==> config.mk <==
export PLATFORM = sky130hd
export DESIGN_NAME = subtract_mask
export DESIGN_NICKNAME = d
export VERILOG_FILES = /design/src/rtl/subtract_mask.sv
export SDC_FILE = /design/constraint.sdc
export NUM_CORES = 1
export LEC_CHECK = 0
export ABC_AREA = 1
export BUFFER_PORTS_ARGS = -buffer_cell sky130_fd_sc_hd__clkbuf_2
export CAP_MARGIN = 15
export CORE_ASPECT_RATIO = 1.4
export CORE_MARGIN = 2
export CORE_UTILIZATION = 45
export CTS_BUF_LIST = sky130_fd_sc_hd__clkbuf_2 sky130_fd_sc_hd__clkbuf_4 sky130_fd_sc_hd__clkbuf_8
export CTS_CLUSTER_DIAMETER = 100
export CTS_CLUSTER_SIZE = 16
export DETAILED_ROUTE_END_ITERATION = 7
export HOLD_SLACK_MARGIN = 0.05
export PLACE_DENSITY = 0.66
export SYNTH_ARGS = -nofsm -noshare
export SYNTH_HDL_FRONTEND = slang
export SYNTH_SLANG_ARGS = --single-unit
==> constraint.sdc <==
create_clock -name clk -period 3.3 [get_ports clk]
set_input_delay 0.165 -clock clk [delete_from_list [all_inputs] [get_ports clk]]
set_output_delay 0.165 -clock clk [all_outputs]
set_load 0.05 [all_outputs]
==> src/rtl/subtract_mask.sv <==
// subtract_mask: foreground/background subtraction stage.
//
// Pops one grayscale pixel from the current-frame FIFO and one from the
// background FIFO in the same cycle. It takes the absolute difference of the
// two pixels and compares it with THRESHOLD. It then pushes one mask byte into
// the mask FIFO: 0xFF for motion, 0x00 for static. The frame_done output
// pulses for one cycle after the last pixel of each frame is written.
//
// Parameters:
//   THRESHOLD     mask is 0xFF when |fg - bg| > THRESHOLD (strict), 0..255
//   FRAME_PIXELS  pixels per frame, >= 1
//
// Ports:
//   clk             rising-edge clock
//   reset           synchronous, active-low reset
//   fg_read_enable  pop current-frame FIFO
//   fg_din          current-frame pixel (first-word-fall-through)
//   fg_fifo_empty   current-frame FIFO empty
//   bg_read_enable  pop background FIFO
//   bg_din          background pixel (first-word-fall-through)
//   bg_fifo_empty   background FIFO empty
//   write_enable    push mask FIFO
//   data_out        mask byte, 0xFF or 0x00
//   fifo_out_full   mask FIFO full
//   frame_done      one-cycle pulse after the final write of a frame

module subtract_mask #(
  parameter int unsigned THRESHOLD    = 50,
  parameter int unsigned FRAME_PIXELS = 1024
) (
  input  logic       clk,
  input  logic       reset,
  output logic       fg_read_enable,
  input  logic [7:0] fg_din,
  input  logic       fg_fifo_empty,
  output logic       bg_read_enable,
  input  logic [7:0] bg_din,
  input  logic       bg_fifo_empty,
  output logic       write_enable,
  output logic [7:0] data_out,
  input  logic       fifo_out_full,
  output logic       frame_done
);

  localparam int unsigned CountW = $clog2(FRAME_PIXELS + 1);
  localparam logic [CountW-1:0] LastCount = CountW'(FRAME_PIXELS - 1);
  localparam logic [7:0] Thresh = 8'(THRESHOLD);

  typedef enum logic [1:0] {
    StRead,
    StCompute,
    StWrite
  } state_e;

  state_e            state_q, state_d;
  logic [7:0]        fg_q, fg_d;
  logic [7:0]        bg_q, bg_d;
  logic [7:0]        mask_q, mask_d;
  logic [CountW-1:0] count_q, count_d;
  logic              frame_done_q, frame_done_d;

  logic              pop;
  logic              push;
  logic [7:0]        diff;

  // The subtraction always takes the larger operand minus the smaller one,
  // so the result fits in 8 bits.
  always_comb begin
    if (fg_q >= bg_q) begin
      diff = fg_q - bg_q;
    end else begin
      diff = bg_q - fg_q;
    end
  end

  always_comb begin
    state_d      = state_q;
    fg_d         = fg_q;
    bg_d         = bg_q;
    mask_d       = mask_q;
    count_d      = count_q;
    frame_done_d = 1'b0;
    pop          = 1'b0;
    push         = 1'b0;

    unique case (state_q)
      StRead: begin
        // Both FIFOs pop together or neither does.
        if (!fg_fifo_empty && !bg_fifo_empty) begin
          pop     = 1'b1;
          fg_d    = fg_din;
          bg_d    = bg_din;
          state_d = StCompute;
        end
      end
      StCompute: begin
        mask_d  = (diff > Thresh) ? 8'hFF : 8'h00;
        state_d = StWrite;
      end
      StWrite: begin
        if (!fifo_out_full) begin
          push    = 1'b1;
          state_d = StRead;
          if (count_q == LastCount) begin
            count_d      = '0;
            frame_done_d = 1'b1;
          end else begin
            count_d = count_q + CountW'(1);
          end
        end
      end
      default: begin
        state_d = StRead;
      end
    endcase
  end

  // Enables are held low while reset is asserted. Without this gating, the
  // READ state would pop the FIFOs during reset.
  assign fg_read_enable = pop & reset;
  assign bg_read_enable = pop & reset;
  assign write_enable   = push & reset;
  assign data_out       = mask_q;
  assign frame_done     = frame_done_q;

  always_ff @(posedge clk) begin
    if (!reset) begin
      state_q      <= StRead;
      fg_q         <= 8'h00;
      bg_q         <= 8'h00;
      mask_q       <= 8'h00;
      count_q      <= '0;
      frame_done_q <= 1'b0;
    end else begin
      state_q      <= state_d;
      fg_q         <= fg_d;
      bg_q         <= bg_d;
      mask_q       <= mask_d;
      count_q      <= count_d;
      frame_done_q <= frame_done_d;
    end
  end

endmodule

After elaboration in Yosys (flattened, before gate mapping)
Index checks and enable logic that the tools add are counted.
{"block": "word_totals", "register_bits": 38, "latch_bits": 0, "ramBits": 0, "mem_bits_ro": 0, "inputBits": 21, "mem_count": 0}
{"block": "op_classes", "add_sub_neg": 3, "mul": 0, "div_mod_pow": 0, "magnitude_cmp": 2, "n_eq_ne": 5, "n_shift": 0, "muxes": 11, "n_bitwise": 5, "reduce_logical": 8}
{"op": "8-bit 2-to-1 mux", "count": 2}
{"op": "8-bit subtractor", "count": 2}
{"op": "11-bit by 1-bit adder with 11-bit output (second input constant)", "count": 1}
{"op": "11-bit by 10-bit equality test with 1-bit output (second input constant)", "count": 1}
{"op": "11-bit 2-to-1 mux", "count": 1}
{"op": "8-bit greater-or-equal comparator", "count": 1}
{"op": "8-bit by 6-bit > comparator with 1-bit output (second input constant)", "count": 1}
{"op": "2-bit one-hot mux with 3 select lines", "count": 1}
{"op": "2-bit AND reduction", "count": 3}
{"op": "1-bit 2-to-1 mux", "count": 5}
{"op": "2-bit 2-to-1 mux", "count": 2}
{"op": "2-bit inequality test (second input constant)", "count": 2}
{"op": "1-bit NOT", "count": 3}
{"op": "3-bit OR reduction", "count": 1}
{"op": "1-bit AND", "count": 2}
{"op": "2-bit by 1-bit equality test with 1-bit output (second input constant)", "count": 1}
{"op": "2-bit equality test (second input constant)", "count": 1}
{"op": "1-bit logical NOT", "count": 2}
{"op": "2-bit logical NOT", "count": 1}
{"op": "1-bit logical AND", "count": 1}

Logic depth before layout (Yosys ltp)
{"block": "logic_depth", "ltp_word": 5, "ltp_mapped": 16, "mapped_depth_nobuf": 15}

Worst setup path before layout
No wires, ideal clock.
{"block": "synth_timing", "path_type": "flip-flop to output port", "startpoint": "register state_q[1]", "endpoint": "output fg_read_enable", "arrival_time_ns": 1.980, "t_required_ns": 3.135, "setup_slack_ns": 1.155, "stages_incl_launch_ff": 6, "n_path_buf": 2, "cell_sequence": "dfxtp_1 > nor4_1 > inv_1 > clkbuf_1 > nor2_1 > buf_4"}
{"block": "synth_between", "elab_chain_len": 3}
{"item": "start: declaration", "line": "55", "text": "state_e state_q, state_d;"}
{"item": "start signal: assignment", "line": "128", "text": "state_q <= StRead;"}
{"item": "start signal: assignment", "line": "135", "text": "state_q <= state_d;"}
{"item": "2-bit logical NOT", "line": "86", "text": "unique case (state_q)"}
{"item": "1-bit 2-to-1 mux", "line": "86"}
{"item": "1-bit AND"}
{"item": "end: declaration", "line": "33", "text": "output logic fg_read_enable,"}
No other way between the ends.

Final worst setup path
{"block": "layout_timing", "startpoint": "register state_q[1]", "endpoint": "output bg_read_enable"}
{"block": "layout_between", "elab_chain_len": 3}
{"item": "2-bit logical NOT", "line": "86"}
{"item": "1-bit 2-to-1 mux", "line": "86"}
{"item": "1-bit AND", "line": "121", "text": "assign bg_read_enable = pop & reset;"}
{"item": "end: declaration", "line": "36", "text": "output logic bg_read_enable,"}
No other way between the ends.

==> results.py <==
metrics = {
    "outcome": {
        "status": "completed",
    },
    "detailed_routing": {
        "wl_mm": 4.32,
        "first_pass_iters": 4,
        "via_per_inst": 4.70,
        "antenna_left": 0,
        "num_vias": 1928,
        "drtIter0Drc": 107,
        "wl_per_cell_um": 10.5,
        "drc": 0,
    },
    "cells_and_area": {
        "final_common_cell": "nand2_1",
        "final_nets": 387,
        "layout_common_cells": "77 x nand2_1, 55 x inv_1, 32 x clkbuf_2",
        "fin_util_pct": 51.7,
        "antenna_cells": 0,
        "area_growth_pct": 10.5,
        "multi_input_area_sq_um": 1210,
        "drive_above_1_share_pct": 14.9,
        "fill_cells": 502,
        "regArea_sq_um": 621,
    },
    "sta": {
        "slew_headroom_pct": 46.2,
        "rsz0062_at_grt": "false",
        "final_hold_viol_count": 0,
        "worstMarginPinSlew_ns": 0.807,
        "hold_slack_ns": 0.119,
        "setup_violations": 0,
        "fmax_mhz": 470,
        "layout_min_cycle_time_ns": 2.13,
        "finalCritPeriodShare_pct": 64.5,
        "setup_tns_ns": 0,
        "finClkSkew_ns": 0.00617,
        "drv_slew": 0,
    },
    "logic_synthesis": {
        "ys_types": 28,
        "synth_area_per_cell_sq_um": 6.58,
        "syn-cell-area_sq_um": 2140,
        "synth-seq-area-share_pct": 29.0,
        "synthArstFlopShare_pct": 0,
        "yosys_warnings": 0,
        "synth.ff_latch_count": 31,
        "synth_enable_flop_cells": 0,
        "ys.flop_type": "dfxtp_1",
        "synth_fp_nets": 364,
        "syn-instance-count": 325,
    },
    "clocking": {
        "post_cts_resized": 0,
        "cts-htree-levels": 2,
        "cts-root-buf": "clkbuf_8",
        "cts_tree": "built",
        "clk_path_buf_depth": 2,
        "clk_pin_slew_ns": 0.06,
        "cts.sinks": 31,
        "cts_buffers": 5,
        "clock_latency_ns": 0.28,
        "cts_setup_buffers": 0,
        "cts_hold_buf": 0,
    },
    "grt": {
        "grt_pass1_wl_mm": 7.55,
        "grt_use_total_pct": 17.5,
        "antenna_found_initial": 0,
        "grt-ovfl-total": 0,
        "grt_max_degree": 34,
        "grt_pass1_vias": 1800,
    },
    "placement": {
        "port_buffers": 32,
        "dpl.hpwl_mm": 3.47,
        "routabilityCongestion": 0.832,
    },
    "die": {
        "die_w_um": 62.3,
        "coreArea_sq_um": 4570,
        "start_util_pct": 46.8,
        "io_pins": 33,
        "die-area_sq_um": 5330,
        "die_height_um": 85.6,
        "rows": 29,
    },
    "worst_setup_path": {
        "start_kind": "flip-flop",
        "worstPathRequired_ns": 3.13,
        "arrival_ns": 1.96,
        "cp-end-kind": "output port",
        "cp_max_fo": 33,
        "worstSetupPathType": "flip-flop to output port",
    },
    "power_and_ir_drop": {
        "finalPower_mw": 1.04,
        "p_leak_nw": 1.17,
        "vdd_ir_drop_max_mv": 0.303,
        "power_density_nw_per_um2": 439,
    },
    "min_path": {
        "hold_class": "input port to flip-flop",
    },
    "flow_run": {
        "cap_violations": 0,
    },
}
layout make-up:
class	instances	share of cell area, %
multi-input combinational	222	51.1
sequential	31	26.3
inverter	56	8.90
timing repair buffer	32	6.78
clock buffer	6	3.50
tap	62	3.28
clock inverter	1	0.212
final timing paths:
check	to	slack (ns)	cells past startpoint	from
max reg2reg	data_out[6]$_SDFFE_PN0N_	1.43	14	fg_q[0]$_SDFFE_PN0P_
max	bg_read_enable	1.17	4	state_q[1]$_SDFFE_PN0P_
min	fg_q[7]$_SDFFE_PN0P_	0.12	3	fg_din[7]
min reg2reg	bg_q[7]$_SDFFE_PN0P_	0.46	2	bg_q[7]$_SDFFE_PN0P_
cells in the mapped netlist, types with 2 or more instances:
library cell | instances | share of area, %
nand2_1 | 77 | 14
inv_1 | 55 | 9.7
dfxtp_1 | 31 | 29
a21oi_1 | 28 | 6.6
nor2_1 | 28 | 4.9
nand3_1 | 21 | 4.9
o21ai_0 | 20 | 4.7
ha_1 | 16 | 9.4
buf_4 | 9 | 3.2
clkbuf_1 | 6 | 1.1
nor3_1 | 6 | 1.4
nor2_4 | 4 | 2.1
nand2_2 | 3 | 0.88
nand4_1 | 3 | 0.88
fa_1 | 2 | 1.9
nand3_2 | 2 | 0.94
nor4_1 | 2 | 0.59
xor2_1 | 2 | 0.82
critical path, cell delays in order, from the launching register on:
cell      delay, ns
dfxtp_1        0.34
nor4_1         0.33
inv_1          0.43
nor2_1         0.27
clkbuf_2       0.31
per-stage QoR:
step           area, sq um  worst slack, ns  cells
2_1_floorplan         2140             1.16    325
3_3_place_gp          2270             1.44    403
3_5_place_dp          2270             1.43    403
4_1_cts               2360             1.14    410
5_1_grt               2360            0.984    410
6_report              2360             1.17    410
metal layers:
layer | global-route usage, % | vias to the layer above | routed length, um
met5 | 0 | - | 0
met2 | 33.7 | 14 | 2300
met1 | 18.6 | 853 | 1850
met4 | 6.67 | 0 | 76
li1 | - | 1054 | -
met3 | 3.67 | 7 | 99
logic make-up (layout without fill, tap and decap cells):
kind of cell             Yosys count  in the layout  synth area share (%)
AO/OA/AOI/OAI                     50             50                  11.9
XOR/XNOR                           3              3                  1.23
adder cells (fa/ha/maj)           18             18                  11.2
buffers and inverters             72             95                  14.6
flip-flops                        31             31                  29.0
AND/OR/NAND/NOR                  151            151                  32.0
state kept, by name, indices dropped and copies added, names as in the netlist:
register and flops:
state_q 2, frame_done 1, data_out 1, fg_q 8, count_q 11, bg_q 8
power by group:
part	switching (mW)	internal, mW
clock network	0.131	0.163
registers	0.0109	0.391
logic	0.223	0.118
total	0.365	0.672
No activity file was read; power rests on OpenSTA's default activity.
